==> src/rtl/counter_pkg.sv <==
// counter_pkg: shared constants and helpers for the modulo-N counter.
package counter_pkg;

  localparam logic CNT_UP = 1'b1;
  localparam logic CNT_DN = 1'b0;

  function automatic int unsigned clamp_load(
    input int unsigned val,
    input int unsigned max
  );
    return (val > max - 1) ? max - 1 : val;
  endfunction

endpackage

==> src/rtl/counter_prescaler.sv <==
// counter_prescaler: divides enabled cycles by PRESCALE into step pulses.
// Phase holds while disabled and is restarted by clear/load.
module counter_prescaler #(
  parameter int PRESCALE = 1
) (
  input  logic clk,
  input  logic reset_n,
  input  logic i_en,
  input  logic i_restart,
  output logic o_step
);

  localparam int PH_W = (PRESCALE > 1) ? $clog2(PRESCALE) : 1;
  localparam logic [PH_W-1:0] PH_LAST = PH_W'(PRESCALE - 1);

  logic [PH_W-1:0] phase_q;
  logic            due;

  assign due    = (phase_q == PH_LAST);
  assign o_step = i_en & due;

  always_ff @(posedge clk or negedge reset_n) begin
    if (!reset_n) begin
      phase_q <= '0;
    end else if (i_restart) begin
      phase_q <= '0;
    end else if (i_en) begin
      phase_q <= due ? '0 : phase_q + PH_W'(1);
    end
  end

endmodule

==> src/rtl/counter_mod_n.sv <==
// counter_mod_n: modulo-MAX up/down counter with clear, load, tc pulse and
// saturating wrap count. Define COUNTER_PRESCALE_EN to add an enable prescaler.
module counter_mod_n
  import counter_pkg::*;
#(
  parameter int MAX      = 100,
  parameter int CNT_W    = $clog2(MAX),
  parameter int WRAP_W   = 8,
  parameter int PRESCALE = 1
) (
  input  logic              clk,
  input  logic              reset_n,
  input  logic              i_en,
  input  logic              i_up_dn,
  input  logic              i_clear,
  input  logic              i_load,
  input  logic [CNT_W-1:0]  i_load_val,
  output logic [CNT_W-1:0]  o_cnt,
  output logic              o_tc,
  output logic [WRAP_W-1:0] o_wrap_cnt
);

  localparam logic [CNT_W-1:0] TOP = CNT_W'(MAX - 1);

  logic [CNT_W-1:0]  cnt_q;
  logic [CNT_W-1:0]  cnt_nxt;
  logic [WRAP_W-1:0] wrap_q;
  logic              tc_q;
  logic              step;
  logic              wrap_ev;
  logic [CNT_W-1:0]  load_cl;

  if (MAX < 2) begin : g_bad_max
    $error("MAX must be >= 2");
  end

`ifdef COUNTER_PRESCALE_EN
  counter_prescaler #(
    .PRESCALE (PRESCALE)
  ) u_prescaler (
    .clk       (clk),
    .reset_n   (reset_n),
    .i_en      (i_en),
    .i_restart (i_clear | i_load),
    .o_step    (step)
  );
`else
  if (PRESCALE < 1) begin : g_bad_prescale
    $error("PRESCALE must be >= 1");
  end
  assign step = i_en;
`endif

  assign load_cl = CNT_W'(clamp_load(32'(i_load_val), MAX));

  always_comb begin
    cnt_nxt = cnt_q;
    wrap_ev = 1'b0;
    if (i_up_dn == CNT_UP) begin
      wrap_ev = (cnt_q == TOP);
      cnt_nxt = wrap_ev ? '0 : cnt_q + CNT_W'(1);
    end else begin
      wrap_ev = (cnt_q == '0);
      cnt_nxt = wrap_ev ? TOP : cnt_q - CNT_W'(1);
    end
  end

  always_ff @(posedge clk or negedge reset_n) begin
    if (!reset_n) begin
      cnt_q  <= '0;
      tc_q   <= 1'b0;
      wrap_q <= '0;
    end else if (i_clear) begin
      cnt_q  <= '0;
      tc_q   <= 1'b0;
      wrap_q <= '0;
    end else if (i_load) begin
      cnt_q <= load_cl;
      tc_q  <= 1'b0;
    end else if (step) begin
      cnt_q <= cnt_nxt;
      tc_q  <= wrap_ev;
      if (wrap_ev && wrap_q != '1) begin
        wrap_q <= wrap_q + WRAP_W'(1);
      end
    end else begin
      tc_q <= 1'b0;
    end
  end

  assign o_cnt      = cnt_q;
  assign o_tc       = tc_q;
  assign o_wrap_cnt = wrap_q;

endmodule
==> config.mk <==
export PLATFORM = sky130hd
export DESIGN_NAME = counter_mod_n
export DESIGN_NICKNAME = d
export VERILOG_FILES = /design/src/rtl/counter_pkg.sv /design/src/rtl/counter_prescaler.sv /design/src/rtl/counter_mod_n.sv
export SDC_FILE = /design/constraint.sdc
export NUM_CORES = 1
export LEC_CHECK = 0
export BUFFER_PORTS_ARGS = -buffer_cell sky130_fd_sc_hd__buf_2
export CAP_MARGIN = 30
export CORE_ASPECT_RATIO = 1.5
export CORE_MARGIN = 3
export CORE_UTILIZATION = 45
export CTS_CLUSTER_DIAMETER = 200
export DETAILED_ROUTE_END_ITERATION = 6
export PLACE_DENSITY_LB_ADDON = 0.1
export RECOVER_POWER = 25
export SLEW_MARGIN = 20
export SYNTH_ARGS = -nofsm -noshare
export SYNTH_HDL_FRONTEND = slang
export SYNTH_HIERARCHICAL = 1
export SYNTH_SLANG_ARGS = --single-unit
==> constraint.sdc <==
create_clock -name clk -period 4.61 [get_ports clk]
set_input_delay 0.922 -clock clk [delete_from_list [all_inputs] [get_ports clk]]
set_output_delay 0.922 -clock clk [all_outputs]
set_load 0.02 [all_outputs]
Word level (Yosys, flattened, before mapping)
Cells that the tools add are included.

Flip-flop bits (word level): 16. Input bits: 13. Logic and storage cells: 31. Output and inout bits: 16.

Multiplexer cells: 15. Magnitude comparators: 1. Reductions and logical operators: 6. Eq/ne operators: 3. Add/subtract/negate cells: 3.

Operators by type and width (number): $mux 7 (7); $mux 8 (4); $add 8x1->8 const B (1); $ne 8x8->1 const B (1); $add 7x1->7 const B (1); $eq 7x7->1 const B (1); $gt 7x7->1 const B (1); $logic_not 7->1 (1); $sub 7x1->7 const B (1); $mux 1 (4); $reduce_bool 2->1 (2); $reduce_and 3->1 (1); $reduce_bool 3->1 (1); $ne 2x2->1 const B (1); $logic_and 1x1->1 (1).

Depth between registers and ports, before layout
Word-level depth: 7. Mapped depth: 7.

Least setup slack after synthesis
OpenSTA, ideal clock, no wires.

Path type: input port to flip-flop. From: input i_up_dn. To: register wrap_q[5] (netlist: o_wrap_cnt[5]). Data required time: 4.482 ns. Path slack: 1.946 ns. Library setup time: 0.128 ns. Cell stages on the path: 6. Buffers on the path: 2. Arrival: 2.536 ns. Cells stage by stage: clkbuf_1 inv_1 or3_1 clkbuf_1 a2111oi_2 mux2_1.

Cells in the longest elaborated chain, start to end: 4.

RTL lines: from (decl) (line counter_mod_n.sv:14) `input logic i_up_dn,`; $mux 1 (line counter_mod_n.sv:59) `if (i_up_dn == CNT_UP) begin`; $logic_and 1x1->1 (line counter_mod_n.sv:83) `if (wrap_ev && wrap_q != '1) begin`; $reduce_bool 2->1 (no source line); $reduce_and 3->1 (no source line); to (signal assigned) (line counter_mod_n.sv:84) `wrap_q <= wrap_q + WRAP_W'(1);`; to (decl) (line counter_mod_n.sv:27) `logic [WRAP_W-1:0] wrap_q;`.

No other way between the ends. A chain may end at the register's enable or synchronous reset.

Final worst setup path
From: register cnt_q[2] (netlist: o_cnt[2]). To: register wrap_q[5] (netlist: o_wrap_cnt[5]).

Cells in the longest elaborated chain, start to end: 5.

RTL lines: from (decl) (line counter_mod_n.sv:25) `logic [CNT_W-1:0] cnt_q;`; from (signal assigned) (line counter_mod_n.sv:78) `cnt_q <= load_cl;`; from (signal assigned) (line counter_mod_n.sv:81) `cnt_q <= cnt_nxt;`; $eq 7x7->1 / $logic_not 7->1 (equally long branches) (line counter_mod_n.sv:60, counter_mod_n.sv:63); $mux 1 * (line counter_mod_n.sv:59); $logic_and 1x1->1 * (line counter_mod_n.sv:83); $reduce_bool 2->1 (no source line) *; $reduce_and 3->1 (no source line) *.

Mark *: on every way between the ends. The rest lies on a longest branch, timed or not.

==> reports/qor.csv <==
metric;value;unit
CTS tree;done;
drt total wl;3481;µm
endpoints failing setup;0;
cell taking the most area after synthesis;dfrtp_1;
initial DRC count;39;
Clock transition at path regs;60;ps
slew margin rel.;42.36;%
Mapped Avg Cell Area;8.452;µm²
critical path peak fanout;14;
I/O pins;29;
CP required;4740;ps
setup slack, reg-to-reg;2080;ps
Startpoint Class;flip-flop;
drt first pass iters;4;
die area;0.003691;mm²
sequential area share after synthesis;29.80;%
CP arrival;2660;ps
port bufs;28;
Max Freq;394.9;MHz
Resized cells post-CTS;0;
PwrDens;236.1;mW/mm²
CTS Hold Bufs;0;
Synth Net Count;176;
Layout Nets;196;
largest buffer count on any clock path;2;
Crit. Startpoint;o_cnt[2];
Yosys top cell area share;29.80;%
number of diodes;0;
via density per instance;6.210;
worst slew pin tran;864.6;ps
worst hold path class;flip-flop to flip-flop;
Syn Std Cell Area;0.001344;mm²
first-pass GRT wire length;5920;µm
Hold Vio Cnt, Final;0;
Num CTS Buffers;3;
Core ar.;0.002763;mm²
HPWL Detailed;2621;µm
initial antenna violation count;0;
Total Power;0.0003572;W
Worst R2R Start;o_cnt[2];
Root Driver;clkbuf_8;
Placer Congestion;0.9202;
main flop type after synthesis;dfrtp_1;
Core Util, Final;54.76;%
DRT antenna net count;0;
die width;50.62;µm
Clock power frac;28.2;%
vias in the first global route;1309;
GRT Residual Overflow;0;
final max-slew violation count;0;
NetSw;0.0001163;W
Int Pwr;0.0002409;W
# DRC;0;
largest net degree at the start of global routing;28;
layout cells sized above 1;23.16;%
Initial Utilization;48.64;%
sequential power share;44.9;%
DR WL/cell;16.27;µm
post-synthesis register bit count;16;
Cells after Synth;159;
fin crit share;54.93;%
clk sink count;16;
YS warnings;6;
die height;72.93;µm
top post-synthesis cells by area;dfrtp_1 (30%), mux2_2 (4.2%), a21oi_1 (4.1%);
EDFF count, synth;0;
Comb pwr share;26.9;%
sw frac;32.56;%
fin crit period;2532;ps
Setup Crit Path Kind;flip-flop to flip-flop;
Setup crit end;o_wrap_cnt[5];
RSZ-0062 raised after global routing;no;
r2r worst-path depth;4;
post-synthesis cell type count;56;
outcome;finished clean;
worst vdd ir;0.1506;mV
area grow syn2layout;12.57;%
Tot GR Track Use;20.48;%
Final Skew;0.7878;ps
most frequent cells in the layout;buf_2 (27), dfrtp_1 (16), nor2_1 (13), a21oi_1 (11), nand2_1 (8);
fraction of registers with async set or reset after synthesis;100.0;%
P_leak;0.6667;nW
Vias;1329;
MaxCap Viol Count;0;
Post-Layout Inst Area;0.001513;mm²
setup TNS;0;ps
Setup Buffers After CTS;0;
Cell Area, Placed;0.001473;mm²
Clk Latency, worst-skew pair;240;ps
commonest non-fill, non-tap cell in the layout;buf_2;
Crit Reg-Reg Endpoint;o_wrap_cnt[5];
num rows;23;
Worst setup EP type;flip-flop;
Max H-tree Level;1;
-- stage by stage --
step,instances,hold slack (ps),setup WS (ps)
after floorplan,159,626.4,1946
after global placement,211,573.6,2025
after detailed placement,211,588.8,1973
after CTS,214,592.1,2080
after global routing,214,639.9,2005
final,214,595.2,2078
-- worst min path at each step --
stage	to	start	cells past startpoint
floorplan	o_cnt[0]	reset_n	0
global placement	o_wrap_cnt[1]	o_wrap_cnt[1]	2
detailed placement	o_wrap_cnt[1]	o_wrap_cnt[1]	2
CTS	o_wrap_cnt[1]	reset_n	1
global route	o_wrap_cnt[1]	o_wrap_cnt[1]	2
finish	o_wrap_cnt[1]	o_wrap_cnt[1]	2
-- metal layers --
layer | vias up | routed length (µm) | GRT usage [%]
met5 | - | 0 | 0
met4 | 0 | 74 | 8.383
met3 | 10 | 210 | 3.272
met2 | 58 | 1802 | 36.63
met1 | 620 | 1394 | 23.94
li1 | 641 | - | -
-- final cells by class --
| cell class | instances | area (µm²) |
|---|---|---|
| fillers | 278 | 1250 |
| multi-input cells | 124 | 863.3 |
| flip-flops and latches | 16 | 400.4 |
| repair buffers | 28 | 138.9 |
| well taps | 37 | 46.29 |
| clock buffers | 3 | 41.29 |
| inverters | 6 | 22.52 |
-- kinds of logic (layout without fill, tap and decap cells) --
| family | count (synthesis) | count (layout) | share of synthesized area (%) |
|---|---|---|---|
| flops | 16 | 16 | 29.79 |
| fa+ha+maj | 4 | 4 | 3.725 |
| mux | 8 | 8 | 6.517 |
| simple gates | 60 | 60 | 24.67 |
| xor+xnor | 2 | 2 | 1.304 |
| compound gates | 50 | 50 | 28.03 |
| buf+inv | 19 | 37 | 5.959 |
-- power by group through the flow --
| stage | clock [W] | combinational [W] | sequential (W) |
|---|---|---|---|
| after floorplan | 0 | 0.0000674 | 0.000162 |
| after global placement | 0 | 0.0000951 | 0.000162 |
| after detailed placement | 0 | 0.0000949 | 0.000162 |
| after CTS | 0.000107 | 0.0000957 | 0.000160 |
| after global routing | 0.000113 | 0.000107 | 0.000161 |
| final | 0.000101 | 0.0000959 | 0.000160 |
-- synth_stat cells (all sizes together) (2+ instances only) --
master,n
nor3,5
clkbuf,11
o2111ai,3
nand2b,5
a211oi,3
buf,2
nand2,8
a2111oi,2
xnor2,2
inv,6
or3,2
a221o,2
o41ai,2
nand4,3
dfrtp,16
mux2,6
or2,2
and3,2
o211ai,2
o21ai,6
mux2i,2
ha,4
nor2,13
nand3,5
nor2b,7
a21oi,11
-- registers in the layout, indices dropped and copies added (netlist names) --
name,cells
o_wrap_cnt,8
o_tc,1
o_cnt,7
-- critical path, stage by stage, from the launching register on --
cell and delay (ps):
dfrtp_1 520, or3_1 540, or4_4 590, a2111oi_2 410
mux2_1 350
Note: power is estimated with default switching activity, not from simulation.
